**src/rtl/parking_exit_gate_if.sv**
```systemverilog
// Exit-gate bundle: exit request, payment beats, and billing/occupancy results.
// master = lot-side driver, slave = the gate controller.
interface parking_exit_gate_if;
  logic       exit;
  logic [2:0] token;
  logic [2:0] pattern;
  logic [7:0] parking_capacity;
  logic [7:0] time_in;
  logic [7:0] time_out;
  logic       pay_valid;
  logic [7:0] pay_amount;
  logic       busy;
  logic [7:0] park_location;
  logic [7:0] time_total;
  logic [7:0] fee;
  logic       gate_open;
  logic       exit_done;
  logic       exit_error;
  logic [1:0] err_code;
  logic [7:0] new_capacity;
  logic [3:0] parked;
  logic [3:0] empty;

  modport master (
    output exit, token, pattern, parking_capacity, time_in, time_out,
           pay_valid, pay_amount,
    input  busy, park_location, time_total, fee, gate_open, exit_done,
           exit_error, err_code, new_capacity, parked, empty
  );

  modport slave (
    input  exit, token, pattern, parking_capacity, time_in, time_out,
           pay_valid, pay_amount,
    output busy, park_location, time_total, fee, gate_open, exit_done,
           exit_error, err_code, new_capacity, parked, empty
  );
endinterface

```
**src/rtl/parking_exit_gate.sv**
```systemverilog
// Exit-side gate controller: token -> slot decode, occupancy check, billing,
// payment collection with timeout, timed gate opening, occupancy update.
// Optional feature macro: EXIT_GRACE_EN (stays of GRACE_TIME or less are free).
module parking_exit_gate #(
  parameter int RATE        = 1,
  parameter int PAY_TIMEOUT = 64,
  parameter int GATE_CYCLES = 4,
  parameter int GRACE_TIME  = 5
) (
  input  logic               clk,
  input  logic               rst,
  parking_exit_gate_if.slave bus
);

  typedef enum logic [2:0] {
    IDLE, DECODE, CHECK, BILL, WAIT_PAY, OPEN, ERROR
  } state_t;

  // request snapshot taken when an exit is accepted
  typedef struct packed {
    logic [2:0] slot;
    logic [7:0] cap;
    logic [7:0] t_in;
    logic [7:0] t_out;
  } req_t;

`ifdef EXIT_GRACE_EN
  localparam bit GRACE_ON = 1'b1;
`else
  localparam bit GRACE_ON = 1'b0;
`endif
  localparam logic [31:0] RATE_U  = RATE;
  localparam logic [31:0] GRACE_U = GRACE_TIME;

  state_t      state_q, state_d;
  req_t        req_q;
  logic [7:0]  loc_q, tt_q, fee_q, paid_q, newcap_q;
  logic [1:0]  err_q;
  logic [15:0] cnt_q;

  logic [31:0] prod;
  logic [7:0]  fee_calc;
  logic [8:0]  paid_add;
  logic [7:0]  paid_sum;
  logic        pay_ok, to_hit, gate_last, occupied;
  logic [7:0]  cap_clr;
  logic [3:0]  parked_c;

  assign occupied  = req_q.cap[req_q.slot];
  assign cap_clr   = req_q.cap & ~loc_q;
  assign to_hit    = (cnt_q == 16'(PAY_TIMEOUT - 1));
  assign gate_last = (cnt_q == 16'(GATE_CYCLES - 1));

  // saturating fee from the registered stay length; grace zeroes short stays
  always_comb begin
    prod     = {24'd0, tt_q} * RATE_U;
    fee_calc = (prod > 32'd255) ? 8'd255 : prod[7:0];
    if (GRACE_ON && ({24'd0, tt_q} <= GRACE_U)) fee_calc = 8'd0;
  end

  // saturating accumulate of this cycle's payment beat
  always_comb begin
    paid_add = {1'b0, paid_q} + {1'b0, bus.pay_amount};
    paid_sum = paid_q;
    if (bus.pay_valid) paid_sum = paid_add[8] ? 8'hFF : paid_add[7:0];
    pay_ok   = bus.pay_valid && (paid_sum >= fee_q);
  end

  // state register
  always_ff @(posedge clk) begin
    if (rst) state_q <= IDLE;
    else     state_q <= state_d;
  end

  // next-state; payment completion is tested before the timeout so it wins a tie
  always_comb begin
    state_d = state_q;
    case (state_q)
      IDLE:     if (bus.exit) state_d = DECODE;
      DECODE:   state_d = CHECK;
      CHECK:    state_d = occupied ? BILL : ERROR;
      BILL:     state_d = (fee_calc == 8'd0) ? OPEN : WAIT_PAY;
      WAIT_PAY: begin
        if (pay_ok)      state_d = OPEN;
        else if (to_hit) state_d = ERROR;
      end
      OPEN:     if (gate_last) state_d = IDLE;
      ERROR:    state_d = IDLE;
      default:  state_d = IDLE;
    endcase
  end

  // datapath: capture, decode, billing, payment and occupancy update
  always_ff @(posedge clk) begin
    if (rst) begin
      req_q    <= '0;
      loc_q    <= '0;
      tt_q     <= '0;
      fee_q    <= '0;
      paid_q   <= '0;
      newcap_q <= '0;
      err_q    <= '0;
      cnt_q    <= '0;
    end else begin
      case (state_q)
        IDLE: if (bus.exit) begin
          req_q <= '{slot:  bus.token ^ bus.pattern,
                     cap:   bus.parking_capacity,
                     t_in:  bus.time_in,
                     t_out: bus.time_out};
          err_q <= 2'b00;
        end
        DECODE: begin
          loc_q <= 8'd1 << req_q.slot;
          tt_q  <= req_q.t_out - req_q.t_in;
        end
        CHECK: if (!occupied) begin
          err_q    <= 2'b01;
          newcap_q <= req_q.cap;
        end
        BILL: begin
          fee_q  <= fee_calc;
          paid_q <= 8'd0;
          cnt_q  <= 16'd0;
          if (fee_calc == 8'd0) newcap_q <= cap_clr;
        end
        WAIT_PAY: begin
          paid_q <= paid_sum;
          if (pay_ok) begin
            newcap_q <= cap_clr;
            cnt_q    <= 16'd0;
          end else if (to_hit) begin
            err_q    <= 2'b10;
            newcap_q <= req_q.cap;
          end else begin
            cnt_q <= cnt_q + 16'd1;
          end
        end
        OPEN:    cnt_q <= cnt_q + 16'd1;
        default: ;
      endcase
    end
  end

  // occupancy counts straight off the published bitmap
  always_comb begin
    parked_c = '0;
    for (int i = 0; i < 8; i++) parked_c = parked_c + 4'(newcap_q[i]);
  end

  assign bus.busy          = (state_q != IDLE);
  assign bus.gate_open     = (state_q == OPEN);
  assign bus.exit_done     = (state_q == OPEN) && gate_last;
  assign bus.exit_error    = (state_q == ERROR);
  assign bus.park_location = loc_q;
  assign bus.time_total    = tt_q;
  assign bus.fee           = fee_q;
  assign bus.err_code      = err_q;
  assign bus.new_capacity  = newcap_q;
  assign bus.parked        = parked_c;
  assign bus.empty         = 4'd8 - parked_c;

endmodule

```
**src/flat_wrapper.sv**
```systemverilog
// flat-port wrapper written by rule: the top's interface ports become plain ports
module parking_exit_gate_flat 
#(
  parameter int RATE        = 1,
  parameter int PAY_TIMEOUT = 64,
  parameter int GATE_CYCLES = 4,
  parameter int GRACE_TIME  = 5
)
  (clk, rst, bus_exit, bus_token, bus_pattern, bus_parking_capacity, bus_time_in, bus_time_out, bus_pay_valid, bus_pay_amount, bus_busy, bus_park_location, bus_time_total, bus_fee, bus_gate_open, bus_exit_done, bus_exit_error, bus_err_code, bus_new_capacity, bus_parked, bus_empty);
  parking_exit_gate_if bus_i ();
  input  logic clk;
  input  logic rst;
  input wire logic [$bits(bus_i.exit)-1:0] bus_exit;
  input wire logic [$bits(bus_i.token)-1:0] bus_token;
  input wire logic [$bits(bus_i.pattern)-1:0] bus_pattern;
  input wire logic [$bits(bus_i.parking_capacity)-1:0] bus_parking_capacity;
  input wire logic [$bits(bus_i.time_in)-1:0] bus_time_in;
  input wire logic [$bits(bus_i.time_out)-1:0] bus_time_out;
  input wire logic [$bits(bus_i.pay_valid)-1:0] bus_pay_valid;
  input wire logic [$bits(bus_i.pay_amount)-1:0] bus_pay_amount;
  output wire logic [$bits(bus_i.busy)-1:0] bus_busy;
  output wire logic [$bits(bus_i.park_location)-1:0] bus_park_location;
  output wire logic [$bits(bus_i.time_total)-1:0] bus_time_total;
  output wire logic [$bits(bus_i.fee)-1:0] bus_fee;
  output wire logic [$bits(bus_i.gate_open)-1:0] bus_gate_open;
  output wire logic [$bits(bus_i.exit_done)-1:0] bus_exit_done;
  output wire logic [$bits(bus_i.exit_error)-1:0] bus_exit_error;
  output wire logic [$bits(bus_i.err_code)-1:0] bus_err_code;
  output wire logic [$bits(bus_i.new_capacity)-1:0] bus_new_capacity;
  output wire logic [$bits(bus_i.parked)-1:0] bus_parked;
  output wire logic [$bits(bus_i.empty)-1:0] bus_empty;
  assign bus_i.exit = bus_exit;
  assign bus_i.token = bus_token;
  assign bus_i.pattern = bus_pattern;
  assign bus_i.parking_capacity = bus_parking_capacity;
  assign bus_i.time_in = bus_time_in;
  assign bus_i.time_out = bus_time_out;
  assign bus_i.pay_valid = bus_pay_valid;
  assign bus_i.pay_amount = bus_pay_amount;
  assign bus_busy = bus_i.busy;
  assign bus_park_location = bus_i.park_location;
  assign bus_time_total = bus_i.time_total;
  assign bus_fee = bus_i.fee;
  assign bus_gate_open = bus_i.gate_open;
  assign bus_exit_done = bus_i.exit_done;
  assign bus_exit_error = bus_i.exit_error;
  assign bus_err_code = bus_i.err_code;
  assign bus_new_capacity = bus_i.new_capacity;
  assign bus_parked = bus_i.parked;
  assign bus_empty = bus_i.empty;
  parking_exit_gate #(.RATE(RATE), .PAY_TIMEOUT(PAY_TIMEOUT), .GATE_CYCLES(GATE_CYCLES), .GRACE_TIME(GRACE_TIME)) u_core (.clk(clk), .rst(rst), .bus(bus_i));
endmodule
```
**config.mk**
```make
export PLATFORM = sky130hd
export DESIGN_NAME = parking_exit_gate_flat
export DESIGN_NICKNAME = d
export VERILOG_FILES = /design/src/rtl/parking_exit_gate_if.sv /design/src/rtl/parking_exit_gate.sv /design/src/flat_wrapper.sv
export SDC_FILE = /design/constraint.sdc
export NUM_CORES = 1
export LEC_CHECK = 0
export BUFFER_PORTS_ARGS = -buffer_cell sky130_fd_sc_hd__buf_4
export CORE_UTILIZATION = 45
export CTS_BUF_LIST = sky130_fd_sc_hd__clkbuf_16
export DETAILED_ROUTE_END_ITERATION = 12
export PLACE_DENSITY = 0.65
export SYNTH_ARGS = -nofsm -noshare
export SYNTH_HDL_FRONTEND = slang
export SYNTH_SLANG_ARGS = --single-unit
```
**constraint.sdc**
```tcl
create_clock -name clk -period 13.05 [get_ports clk]
set_input_delay 1.9575 -clock clk [delete_from_list [all_inputs] [get_ports clk]]
set_output_delay 1.9575 -clock clk [all_outputs]
set_load 0.02 [all_outputs]
```
; ---- Yosys cells after proc, flatten, opt, wreduce, memory -nomap -nowiden
; Index checks and enable logic that the tools add are counted.
; W data, S select, Z words.
[totals]
word_cells = 86
register_bits = 88
ram_bits = 0
output_inout_bits = 46
mem_bits_ro = 0
latch_bits = 0
input_bits = 42
mem_count = 0
[op_classes]
n_bitwise = 3
multipliers = 0
n_addsub = 11
n_eq_ne = 16
reduce_logical = 14
mux = 26
magnitude_cmp = 3
shifts = 1
n_div = 0
[ops]
columns = op, count
row1 = $mux W8, 7
row2 = $pmux W16 S3, 1
row3 = $mux W16, 2
row4 = $add A4 B1 Y4, 6
row5 = $pmux W8 S3, 1
row6 = $pmux W3 S6, 1
row7 = $add A16 B1 Y16 const B, 1
row8 = $eq A16 B2 Y1 const B, 1
row9 = $eq A16 B6 Y1 const B, 1
row10 = $pmux W8 S2, 1
row11 = $mux W3, 5
row12 = $reduce_bool A3 Y1, 4
row13 = $add A8 B8 Y9, 1
row14 = $eq A3 B3 Y1 const B, 3
row15 = $and A8 B8 Y8, 1
row16 = $ge A8 B8 Y1, 1
row17 = $gt A8 B8 Y1 const B, 1
row18 = $logic_not A8 Y1, 1
row19 = $mux W2, 4
row20 = $not A8 Y8, 1
row21 = $shl A1 B3 Y8 const A, 1
row22 = $sub A8 B8 Y8, 1
row23 = $eq A3 B2 Y1 const B, 2
row24 = $ne A2 B1 Y1 const B, 3
row25 = other kinds (18), 23

; ---- Depth between registers and ports, before layout
[depth]
ltp_word = 8
depth_mapped = 18
mapped_depth_nobuf = 16

; ---- Worst setup path after synthesis
; OpenSTA, ideal clock, no wires.
[synth_timing]
kind = input-to-reg
start = in bus_pay_amount[0]
end = reg u_core.cnt_q[0]
n_path_buf = 2
path_stages = 18
t_arrival_ns = 5.449
slack_ns = 7.486
t_required_ns = 12.935
setup_time_ns = 0.115
path_cell_list = ha_1 -> fa_1 -> a211oi_1 -> o21bai_1 -> a21oi_1 -> nand2_1 -> mux2_2 -> o32a_1 -> ha_1 -> and4_1 -> nand2_1 -> nor3_2 -> nor2_4 -> o21ai_2 -> or2_1 -> buf_2 -> buf_4 -> nor2_1
[synth_via]
elab_chain_len = 7
word_cells_on_any_way = 9
cone_classes = add/sub: 1 / order compare: 1 / eq/ne: 1 / mux: 4 / reduce/logical: 2
[synth_lines]
columns = element, line
row1 = start: declaration, flat_wrapper.sv:20  ; input wire logic [$bits(bus_i.pay_amount)-1:0] bus_pay_amount;
row2 = $add A8 B8 Y9 (*), parking_exit_gate.sv:63  ; paid_add = {1'b0, paid_q} + {1'b0, bus.pay_amount};
row3 = $mux W8 (*) (2 in a row), parking_exit_gate.sv:65  ; if (bus.pay_valid) paid_sum = paid_add[8] ? 8'hFF : paid_add[7:0];
row4 = $ge A8 B8 Y1 (*), parking_exit_gate.sv:66  ; pay_ok = bus.pay_valid && (paid_sum >= fee_q);
row5 = $logic_and A1 B1 Y1 (*), parking_exit_gate.sv:66
row6 = $mux W16 / $ne A3 B2 Y1 (equally long branches), --
row7 = $pmux W16 S3 / $reduce_and A2 Y1 (equally long branches), --
row8 = end signal: assignment, parking_exit_gate.sv:136  ; cnt_q <= cnt_q + 16'd1;
row9 = end signal: assignment, parking_exit_gate.sv:139  ; OPEN: cnt_q <= cnt_q + 16'd1;
row10 = end: declaration, parking_exit_gate.sv:39  ; logic [15:0] cnt_q;
; Every way passes the cells marked *; elsewhere a longest branch is shown, timed or not.
; A chain may end at the register's enable or synchronous reset.

; ---- Worst setup path in the final report
[layout_timing]
start = in bus_pay_amount[0]
end = reg u_core.cnt_q[3]
; Same word-level chain as after synthesis.

==> results.json <==
{
  "status": "finished clean",
  "start_util_pct": 46.6,
  "synth_edf_count": 0,
  "cp-end-kind": "register",
  "p_sw_share_pct": 35.7,
  "clock_latency_ns": 0.33,
  "ant_nets": 0,
  "antenna_found_initial": 0,
  "grt_use_total_pct": 20.5,
  "drive_gt1_share_pct": 16.8,
  "synth_compound_area_share_pct": 18.2,
  "syn_area_um2": 4810,
  "rr_worst_depth": 16,
  "avgViaCountPerCell": 5.30,
  "ys_types": 60,
  "synth_fp_nets": 675,
  "ctsResizeCount": 0,
  "synth_top_flop_cell": "dfxtp_1",
  "hold_slack_ns": 0.459,
  "core_um2": 10300,
  "hold_violations": 0,
  "drc": 0,
  "cp_max_fo": 15,
  "critPathCapture": "u_core.cnt_q[3]",
  "fin_worst_skew_ns": 0.00902,
  "async_reset_ff_share_pct": 0,
  "finish.utilization_pct": 55.8,
  "power_density_nw_per_um2": 146,
  "netlist_top_cells_area": "dfxtp_1, nand2_1, ha_1, a21oi_1, nor2_1",
  "synth_cells": 599,
  "path_clk_slew_ns": 0.06,
  "grt_max_degree": 68,
  "worst_slew_margin_rel_pct": 31.5,
  "hp-class": "reg2reg",
  "yosys.area_share.simple_pct": 23.7,
  "cts_buffer_depth": 2,
  "numCtsBuffers": 9,
  "htree_levels": 3,
  "rows": 37,
  "grt_overflow_total": 0,
  "startpoint": "bus_pay_amount[0]",
  "met3_length_um": 428,
  "synth_seq_cells": 88,
  "synth_top_family_by_area": "simple AND/OR/NAND/NOR gates",
  "dieArea_um2": 11100,
  "finalCritPeriodShare_pct": 44.8,
  "routed_wl_mm": 10.9,
  "avgRoutedWirePerCell_um": 13.5,
  "io-pin-count": 88,
  "highest_layer": "met4",
  "yosysWarnings": 0,
  "antenna_cells": 0,
  "syn_area_per_cell_um2": 8.03,
  "num_vias": 4281,
  "synth_top_area_share_pct": 36.6,
  "dr_wl_met2_mm": 5.03,
  "reg2reg_to": "u_core.cnt_q[3]",
  "synth-seq-area-share_pct": 36.6,
  "grt_pass1_wl_mm": 18.5,
  "critPathKind": "in2reg",
  "cts_hold_buf": 0,
  "reg2reg_slack_ns": 8.61,
  "port_buffers": 87,
  "routabilityCongestion": 0.834,
  "p_clk_share_pct": 27.7,
  "rr_startpoint": "u_core.paid_q[0]",
  "max_freq_ghz": 0.171,
  "nNetsFinal": 744,
  "yosysTopAreaCell": "dfxtp_1",
  "worst_ep_arrival_time_ns": 6.05,
  "cp_data_required_time_ns": 13.25,
  "grt_pass1_vias": 4058,
  "slew_violations": 0,
  "min_period_ns": 5.85,
  "synth_fa_ha_area_share_pct": 9.78,
  "root_buffer": "clkbuf_16",
  "fin_area_um2": 5770,
  "sequentialPowerShare_pct": 39.9,
  "rsz0062_at_grt": "false",
  "switchingPower_uw": 300,
  "drt-initial-drc-count": 194,
  "die_x_um": 105,
  "synth_mux_area_share_pct": 1.33,
  "clock-sinks": 88,
  "p_comb_share_pct": 32.4,
  "start_kind": "primary input",
  "ir_worst_vdd_mv": 0.0878,
  "setup-tns-final_ns": 0,
  "p_leak_uw": 0.00231,
  "drt-met1-wl_mm": 5.24,
  "synth_xor_xnor_area_share_pct": 4.92,
  "cts_tree": "yes",
  "place_area_um2": 5500,
  "worst_pin_slew_ns": 1.03,
  "setup_violations": 0,
  "p_int_uw": 539,
  "fill_cells": 997,
  "drv_cap": 0,
  "drt_pass1_iterations": 5,
  "detailed_place_hpwl_mm": 8.21,
  "die_h_um": 105,
  "syn_to_final_growth_pct": 19.9,
  "post_cts_buffers": 0
}
## placed cells by master, fill, tap and decap left out, drive strengths merged, types with 4 or more instances in the layout
master	instances
o21bai	4
a32o	8
xnor2	20
nand3	12
o21ai	10
a21o	6
ha	28
and2	5
a21oi	66
nand2	120
o211ai	4
nor2	52
nor2b	9
buf	87
clkinv	5
nand2b	6
nor3	16
fa	6
nand4	6
a211oi	9
clkbuf	9
nor4	6
dfxtp	88
xor2	7
o21a	8
inv	35
## power by group through the flow
stage,combinational (uW),sequential (uW),clock (uW)
after floorplan,201,332,0
after global placement,269,339,0
after detailed placement,273,340,0
after global routing,305,338,247
after CTS,275,334,237
final,272,335,232
## layer usage
layer / up-vias / track usage, %
li1: 2197 / -
met1: 1966 / 27.1
met2: 103 / 33.8
met3: 15 / 2.91
met4: 0 / 7.85
met5: - / 0
## worst min-delay path by stage
stage                           from               end  slack [ns]  cells after the start
floorplan            u_core.req_q[0]   u_core.req_q[0]        0.44                      2
global placement    u_core.req_q[12]  u_core.req_q[12]        0.45                      2
detailed placement  u_core.req_q[11]  u_core.req_q[11]        0.45                      2
CTS                 u_core.req_q[11]  u_core.req_q[11]        0.46                      2
global route         u_core.req_q[2]   u_core.req_q[2]        0.48                      2
finish               u_core.req_q[8]   u_core.req_q[8]        0.46                      2
## cell usage after synthesis (9+ instances only)
| master | number |
|---|---|
| nor3_1 | 15 |
| nand2_1 | 120 |
| nor2_1 | 50 |
| nor2b_1 | 9 |
| inv_1 | 34 |
| a211oi_1 | 9 |
| o21ai_0 | 9 |
| ha_1 | 28 |
| a21oi_1 | 66 |
| xnor2_1 | 20 |
| dfxtp_1 | 88 |
| clkbuf_1 | 21 |
| nand3_1 | 12 |
## per-stage QoR
| step | cells | setup slack, ns | power [uW] |
|---|---|---|---|
| floorplan | 599 | 7.49 | 533 |
| CTS | 808 | 7.21 | 846 |
| finish | 808 | 7.20 | 839 |
| detailed placement | 793 | 6.88 | 613 |
| global placement | 793 | 6.98 | 609 |
| global route | 808 | 6.81 | 891 |
## final cells by class
| class | instances | area (um^2) | share of cell area (%) |
|---|---|---|---|
| Timing Repair Buffer | 87 | 653 | 11.3 |
| Sequential cell | 88 | 1760 | 30.6 |
| Multi-Input combinational cell | 448 | 2790 | 48.4 |
| Clock inverter | 6 | 38.8 | 0.673 |
| Clock buffer | 9 | 225 | 3.91 |
| Tap cell | 136 | 170 | 2.95 |
| Inverter | 34 | 128 | 2.21 |
## flip-flops by register name (all words and copies together), names as in the netlist
register,cells
u_core.cnt_q,16
u_core.req_q,27
u_core.bus.time_total,8
u_core.bus.new_capacity,8
u_core.paid_q,8
u_core.bus.fee,8
u_core.bus.err_code,2
u_core.state_q,3
u_core.bus.park_location,8
## cells by family after synthesis
| group | after synthesis |
|---|---|
| mux | 5 |
| fa+ha+maj | 34 |
| flops | 88 |
| compound gates | 134 |
| buf+inv | 63 |
| simple gates | 248 |
| xor+xnor | 27 |
## worst max-delay path, cell delays in order
cell	delay, ns
buf_4	0.11
ha_1	0.22
fa_1	0.43
a211oi_1	0.29
o21bai_1	0.11
a21oi_1	0.27
nand2_1	0.08
mux2_2	0.28
o32a_1	0.29
ha_1	0.31
and4_1	0.26
nand2_1	0.09
nor3_2	0.27
nor2_4	0.09
o21ai_2	0.37
or2_1	0.50
nor2_1	0.11
Power figures use the tool's default switching activity.
